$ cat config.mk
export PLATFORM = sky130hd
export DESIGN_NAME = hand_eval
export DESIGN_NICKNAME = d
export VERILOG_FILES = /design/src/rtl/poker_pkg.sv /design/src/rtl/hand_classify.sv /design/src/rtl/hand_eval.sv
export SDC_FILE = /design/constraint.sdc
export NUM_CORES = 1
export LEC_CHECK = 0
export ABC_CLOCK_PERIOD_IN_PS = 7500
export BUFFER_PORTS_ARGS = -buffer_cell sky130_fd_sc_hd__buf_2
export CAP_MARGIN = 20
export CELL_PAD_IN_SITES_DETAIL_PLACEMENT = 1
export CELL_PAD_IN_SITES_GLOBAL_PLACEMENT = 2
export CORE_MARGIN = 2
export CORE_UTILIZATION = 39
export CTS_CLUSTER_DIAMETER = 30
export DETAILED_ROUTE_END_ITERATION = 7
export PLACE_DENSITY = 0.78
export SLEW_MARGIN = 20
export SYNTH_ARGS = -nofsm -noshare
export SYNTH_HDL_FRONTEND = slang
export SYNTH_SLANG_ARGS = --single-unit
$ cat constraint.sdc
create_clock -name clk -period 7.5 [get_ports clk]
set_input_delay 1.5 -clock clk [delete_from_list [all_inputs] [get_ports clk]]
set_output_delay 1.5 -clock clk [all_outputs]
set_load 0.02 [all_outputs]
$ cat src/rtl/poker_pkg.sv
// Shared poker evaluator definitions: card layout, rank bounds,
// hand categories, accumulator types and straight detection.
package poker_pkg;

  localparam int NCARDS = 7;
  localparam int CARD_W = 6;
  localparam int HAND_W = NCARDS * CARD_W;
  localparam int RANK_LO = 0;
  localparam int RANK_HI = 3;
  localparam int SUIT_LO = 4;
  localparam int SUIT_HI = 5;
  localparam int NRANKS = 13;
  localparam int NSUITS = 4;

  localparam logic [3:0] RANK_MIN = 4'd2;
  localparam logic [3:0] RANK_ACE = 4'd14;

  typedef enum logic [3:0] {
    CAT_HIGH     = 4'd0,
    CAT_PAIR     = 4'd1,
    CAT_TWO_PAIR = 4'd2,
    CAT_TRIPS    = 4'd3,
    CAT_STRAIGHT = 4'd4,
    CAT_FLUSH    = 4'd5,
    CAT_FULL     = 4'd6,
    CAT_QUADS    = 4'd7,
    CAT_SFLUSH   = 4'd8
  } cat_e;

  typedef enum logic [1:0] {
    S_IDLE,
    S_SCAN,
    S_CLASSIFY,
    S_DONE
  } state_e;

  typedef logic [NRANKS-1:0][2:0] hist_t;
  typedef logic [NSUITS-1:0][2:0] scnt_t;
  typedef logic [NSUITS-1:0][NRANKS-1:0] smask_t;

  // Bit i of m is rank i+2; returns top rank of best straight or 0.
  function automatic logic [3:0] straight_top(
    input logic [NRANKS-1:0] m
  );
    logic [3:0] t;
    t = '0;
    for (int i = NRANKS - 1; i >= 4; i--)
      if (t == '0 && (&m[i -: 5]))
        t = 4'(i) + RANK_MIN;
    if (t == '0 && m[NRANKS-1] && (&m[3:0]))
      t = 4'd5;
    return t;
  endfunction

endpackage

$ cat src/rtl/hand_classify.sv
// Single-cycle hand classifier over the rank histogram,
// suit counts and per-suit rank masks.
module hand_classify
  import poker_pkg::*;
(
  input  hist_t       hist,
  input  scnt_t       scnt,
  input  smask_t      smask,
  input  logic        err_in,
  output logic [3:0]  cat,
  output logic [3:0]  hi,
  output logic [3:0]  lo,
  output logic        err
);

  logic [NRANKS-1:0] present;
  logic [NRANKS-1:0] fmask;
  logic              flush;
  logic [3:0]        r;
  logic [3:0]        quad_r;
  logic [3:0]        trip_r;
  logic [3:0]        pair1;
  logic [3:0]        pair2;
  logic [3:0]        top1;
  logic [3:0]        top2;
  logic [3:0]        fl_hi;
  logic [3:0]        st_hi;
  logic [3:0]        sf_hi;

  always_comb begin
    present = '0;
    fmask   = '0;
    flush   = 1'b0;
    r       = '0;
    quad_r  = '0;
    trip_r  = '0;
    pair1   = '0;
    pair2   = '0;
    top1    = '0;
    top2    = '0;
    fl_hi   = '0;
    for (int s = 0; s < NSUITS; s++)
      if (scnt[s] >= 3'd5) begin
        flush = 1'b1;
        fmask = smask[s];
      end
    // Walk ranks high to low so the first hit is the highest.
    for (int i = NRANKS - 1; i >= 0; i--) begin
      r = 4'(i) + RANK_MIN;
      present[i] = hist[i] != '0;
      if (hist[i] != '0) begin
        if (top1 == '0) top1 = r;
        else if (top2 == '0) top2 = r;
      end
      if (fmask[i] && fl_hi == '0) fl_hi = r;
      if (hist[i] == 3'd4) quad_r = r;
      else if (hist[i] == 3'd3 && trip_r == '0) trip_r = r;
      else if (hist[i] >= 3'd2) begin
        if (pair1 == '0) pair1 = r;
        else if (pair2 == '0) pair2 = r;
      end
    end
    st_hi = straight_top(present);
    sf_hi = flush ? straight_top(fmask) : '0;
  end

  always_comb begin
    cat = CAT_HIGH;
    hi  = '0;
    lo  = '0;
    err = err_in;
    if (err_in) begin
      cat = CAT_HIGH;
    end else if (sf_hi != '0) begin
      cat = CAT_SFLUSH;
      hi  = sf_hi;
    end else if (quad_r != '0) begin
      cat = CAT_QUADS;
      hi  = quad_r;
      lo  = (top1 == quad_r) ? top2 : top1;
    end else if (trip_r != '0 && pair1 != '0) begin
      cat = CAT_FULL;
      hi  = trip_r;
      lo  = pair1;
    end else if (flush) begin
      cat = CAT_FLUSH;
      hi  = fl_hi;
    end else if (st_hi != '0) begin
      cat = CAT_STRAIGHT;
      hi  = st_hi;
    end else if (trip_r != '0) begin
      cat = CAT_TRIPS;
      hi  = trip_r;
    end else if (pair2 != '0) begin
      cat = CAT_TWO_PAIR;
      hi  = pair1;
      lo  = pair2;
    end else if (pair1 != '0) begin
      cat = CAT_PAIR;
      hi  = pair1;
    end else begin
      cat = CAT_HIGH;
      hi  = top1;
    end
  end

endmodule

$ cat src/rtl/hand_eval.sv
// Seven-card poker hand evaluator: latch, scan one card per
// cycle into accumulators, classify, then pulse done.
module hand_eval
  import poker_pkg::*;
(
  input  logic        clk,
  input  logic        rst,
  input  logic        start,
  input  logic [41:0] card_in,
  output logic        busy,
  output logic        done,
  output logic [3:0]  hand_cat,
  output logic [3:0]  hi_rank,
  output logic [3:0]  lo_rank,
  output logic        err
);

  localparam int TOP = HAND_W - CARD_W;

  state_e            state;
  state_e            state_n;
  logic [HAND_W-1:0] cards_q;
  logic [2:0]        idx;
  hist_t             hist;
  scnt_t             scnt;
  smask_t            smask;
  logic              err_q;

  logic [3:0] rank;
  logic [3:0] ri;
  logic [1:0] suit;
  logic       rank_ok;
  logic       dup;
  logic [3:0] c_cat;
  logic [3:0] c_hi;
  logic [3:0] c_lo;
  logic       c_err;

  assign rank    = cards_q[TOP+RANK_HI:TOP+RANK_LO];
  assign suit    = cards_q[TOP+SUIT_HI:TOP+SUIT_LO];
  assign ri      = rank - RANK_MIN;
  assign rank_ok = rank >= RANK_MIN && rank <= RANK_ACE;
  assign dup     = rank_ok && smask[suit][ri];
  assign busy    = state != S_IDLE;

  always_ff @(posedge clk or posedge rst) begin
    if (rst) state <= S_IDLE;
    else     state <= state_n;
  end

  always_comb begin
    state_n = state;
    unique case (state)
      S_IDLE:     if (start) state_n = S_SCAN;
      S_SCAN:     if (idx == 3'(NCARDS - 1)) state_n = S_CLASSIFY;
      S_CLASSIFY: state_n = S_DONE;
      S_DONE:     state_n = S_IDLE;
      default:    state_n = S_IDLE;
    endcase
  end

  always_ff @(posedge clk or posedge rst) begin
    if (rst) begin
      cards_q  <= '0;
      idx      <= '0;
      hist     <= '0;
      scnt     <= '0;
      smask    <= '0;
      err_q    <= 1'b0;
      done     <= 1'b0;
      hand_cat <= '0;
      hi_rank  <= '0;
      lo_rank  <= '0;
      err      <= 1'b0;
    end else begin
      done <= 1'b0;
      unique case (state)
        S_IDLE: if (start) begin
          cards_q <= card_in;
          idx     <= '0;
          hist    <= '0;
          scnt    <= '0;
          smask   <= '0;
          err_q   <= 1'b0;
        end
        S_SCAN: begin
          // Card 1 sits in the top slot; shift the next one up.
          cards_q <= cards_q << CARD_W;
          idx     <= idx + 3'd1;
          if (!rank_ok || dup) begin
            err_q <= 1'b1;
          end else begin
            hist[ri]        <= hist[ri] + 3'd1;
            scnt[suit]      <= scnt[suit] + 3'd1;
            smask[suit][ri] <= 1'b1;
          end
        end
        S_DONE: begin
          done     <= 1'b1;
          hand_cat <= c_cat;
          hi_rank  <= c_hi;
          lo_rank  <= c_lo;
          err      <= c_err;
        end
        default: ;
      endcase
    end
  end

  hand_classify u_classify (
    .hist   (hist),
    .scnt   (scnt),
    .smask  (smask),
    .err_in (err_q),
    .cat    (c_cat),
    .hi     (c_hi),
    .lo     (c_lo),
    .err    (c_err)
  );

endmodule

==> qor.csv <==
stage,metric,value,unit
detailed_routing,via total after detailed routing,10700,
logic_synthesis,top cell type's share of synthesized area,35.9,%
logic_synthesis,synth warn,0,
layout,Multi-input gate area,6930,um^2
detailed_routing,post-DR vias/cell,6.21,
place,GP Congestion,0.843,
cts,CTS resizes,0,
detailed_routing,Top Metal Used,met4,
die,IO Count,60,
timing,Slew Limit Fails,0,
timing,Worst Tran Pin Value,0.956,ns
flow_run,maxcap violations,0,
timing,skew final,0.0127,ns
setup_path,Register-to-Register Setup Slack,3.08,ns
place,pre-CTS setup slack,2.99,ns
global_route,largest net degree at the start of global routing,103,
power,leakage,5.58,nW
global_route,grt ovf,0,
global_route,total track usage,26.4,%
logic_synthesis,Yosys top cell by area,dfrtp_1,
power,Cell Pwr Density,439,nW/um^2
logic_synthesis,"EDFF count, synth",0,
layout,FF/Latch Area,4130,um^2
cts,cts hold-fix bufs,0,
logic_synthesis,"Net Count, Synth",1357,
detailed_routing,routed length on met1,17800,um
logic_synthesis,"count leader, synth",dfrtp_1,
setup_path,R2R Path Start,cards_q[37],
setup_path,CP endpoint kind,flop,
logic_synthesis,register area share after synthesis,35.9,%
detailed_routing,wire length on met2,18600,um
cts,CTS sink cnt,165,
logic_synthesis,Synth Instances,1302,
worst_hold_path,Worst Hold Class,flop to flop,
cts,CTS tree,built,
outcome,run status,"finished, final reports clean",
setup_path,crit path kind,flop to flop,
timing,minimum hold slack,0.479,ns
cts,CTS buffer count,17,
die,Die Area,30900,um^2
detailed_routing,post-route ant nets,0,
logic_synthesis,Synth Register Bits,165,
place,placed cell areas,12100,um^2
logic_synthesis,ys async rst share,100,%
logic_synthesis,Post-Synthesis Cell Area,11500,um^2
cts,Clock Pin Slew Worst Setup and Hold Paths,0.07,ns
place,dpl hpwl,28400,um
logic_synthesis,Synth area leaders,"dfrtp_1 (36%), o21ai_0 (4.9%), a21oi_1 (4.7%)",
logic_synthesis,syn_area_per_cell,8.84,um^2
detailed_routing,drc violations,0,
cts,clk_lat worst skew,0.45,ns
power,Peak supply drop,0.284,mV
die,effective utilization at floorplan,39.9,%
setup_path,critical path launch point type,flop,
global_route,vias in the first global route,10900,
setup_path,crit path DAT,4.74,ns
detailed_routing,Iter 0 DRT Violations,803,
timing,RSZ-0062 raised after global routing,no,
cts,CTS max path bufs,2,
worst_hold_path,Worst Hold Depth,2,
layout,fin area,12800,um^2
setup_path,Worst EP required,7.83,ns
global_route,first-pass GRT wire length,63200,um
timing,Tcrit/Tclk final,58.9,%
die,Die Wd,176,um
cts,post-CTS setup buffer count,0,
layout,fill count,3428,
setup_path,RR Endpoint,scnt[1],
logic_synthesis,count of cell types in the netlist,116,
detailed_routing,Routed wire per std cell,23.1,um
detailed_routing,DR WL met3,2120,um
layout,antenna diode count,0,
place,Port Buffers,59,
timing,setup TNS,0,ns
die,row count,62,
layout,area grow syn2layout,10.9,%
worst_hold_path,worst hold start,cards_q[31],
cts,root buf cell,clkbuf_16,
detailed_routing,first drt pass iteration count,5,
timing,final setup margin,3.08,ns
timing,Max Fclk,0.226,GHz
die,Placeable Area,28900,um^2
timing,worst rel slew slack,36.3,%
worst_hold_path,Hold Crit Endpoint,cards_q[31],
timing,final hold vios,0,
logic_synthesis,Post-synth top flop,dfrtp_1,
logic_synthesis,most frequent cells after synthesis,"dfrtp_1 (165), nand2_1 (141), nor2_1 (136)",
detailed_routing,routed wire length,39600,um
timing,setup violators final,0,
die,Die Span Y,176,um
layout,Layout Nets,1379,
cts,H-tree depth,4,
global_route,initial antenna violation count,0,
setup_path,CP Max Fanout,21,
layout,share of cells above drive strength 1,16.7,%
setup_path,path depth of the worst reg2reg path,11,
timing,min Tclk post-route,4.42,ns
==> cells in the final DEF, fill, tap and decap left out, types with 8 or more instances in the layout <==
| master | Yosys | routed |
|---|---|---|
| nand2_1 | 141 | 141 |
| o21ai_0 | 112 | 111 |
| mux2i_1 | 44 | 44 |
| nor3_1 | 33 | 33 |
| inv_1 | 24 | 23 |
| a21oi_1 | 109 | 109 |
| and2_1 | 11 | 11 |
| mux4_2 | 24 | 24 |
| nand3_1 | 63 | 62 |
| nand4_1 | 12 | 12 |
| a22oi_1 | 9 | 9 |
| o21a_1 | 10 | 10 |
| ha_1 | 10 | 9 |
| buf_4 | 4 | 24 |
| o31ai_1 | 12 | 12 |
| dfrtp_1 | 165 | 165 |
| nor2_1 | 136 | 136 |
| o211ai_1 | 8 | 8 |
| a22o_1 | 9 | 9 |
| a31oi_1 | 14 | 14 |
| a211oi_1 | 12 | 11 |
| nand3b_1 | 11 | 11 |
| nor4_2 | 6 | 9 |
| clkbuf_16 | 0 | 17 |
| a32o_1 | 15 | 15 |
| or3_1 | 13 | 13 |
| buf_2 | 30 | 59 |
==> critical path: stages, from the launching register on <==
cell and delay, ns:
dfrtp_1 0.95, inv_1 0.15, ha_1 0.30, xnor2_1 0.60, nor3_1 0.29, a21oi_1 0.21
nand4_1 0.09, a311o_2 0.42, nor2_2 0.66, nand3_1 0.33, nand3_1 0.18, o21ai_0 0.12
==> how the worst max path moves through the flow <==
stage,cells past startpoint,slack [ns],to,start
global route,11,2.58,scnt[1],cards_q[37]
finish,11,3.08,scnt[1],cards_q[37]
detailed placement,11,2.99,scnt[1],cards_q[37]
global placement,11,3.21,scnt[2],cards_q[37]
CTS,11,2.98,scnt[1],cards_q[37]
floorplan,1,1.54,cards_q[0],rst
==> report_power, final <==
| group | internal (mW) | switching [mW] |
|---|---|---|
| registers | 1.18 | 0.349 |
| clock network | 0.599 | 0.389 |
| logic | 1.08 | 2.01 |
==> through the flow <==
stage                     power, mW  std cells  utilization (%)
after global placement         4.54       1688             41.9
after global routing           6.02       1719             44.2
after floorplan                3.68       1302                -
after detailed placement       4.61       1689             42.0
final                          5.61       1719             44.2
after CTS                      5.61       1719             44.2
==> routing by layer <==
| metal | global-route usage, % | vias up |
|---|---|---|
| met4 | 9.95 | 0 |
| met2 | 42.5 | 275 |
| li1 | - | 4949 |
| met3 | 5.04 | 63 |
| met5 | 0 | - |
| met1 | 35.2 | 5385 |
==> area by class of cell <==
type	count	area share [%]
repair buffers	84	3.81
multi-input cells	1031	54.3
flip-flops and latches	165	32.3
clock inverters	11	1.57
well taps	384	3.76
inverters	25	0.774
clock buffers	19	3.47
==> flip-flops by register name, indices dropped and copies added (netlist names), 3 cells and up <==
register	count
smask	52
cards_q	42
hist	39
scnt	12
hand_cat	4
hi_rank	4
lo_rank	4
idx	3
==> logic make-up (layout without fill, tap and decap cells) <==
kind of cell / count (synthesis) / after routing / synth area share (%)
AND/OR/NAND/NOR: 505 / 505 / 22.5
AO/OA/AOI/OAI: 431 / 431 / 26.0
flip-flops: 165 / 165 / 35.9
buffers and inverters: 106 / 139 / 4.38
multiplexers: 75 / 75 / 9.39
adder cells (fa/ha/maj): 12 / 12 / 1.26
XOR/XNOR: 8 / 8 / 0.674
No activity file was read; power rests on OpenSTA's default activity.
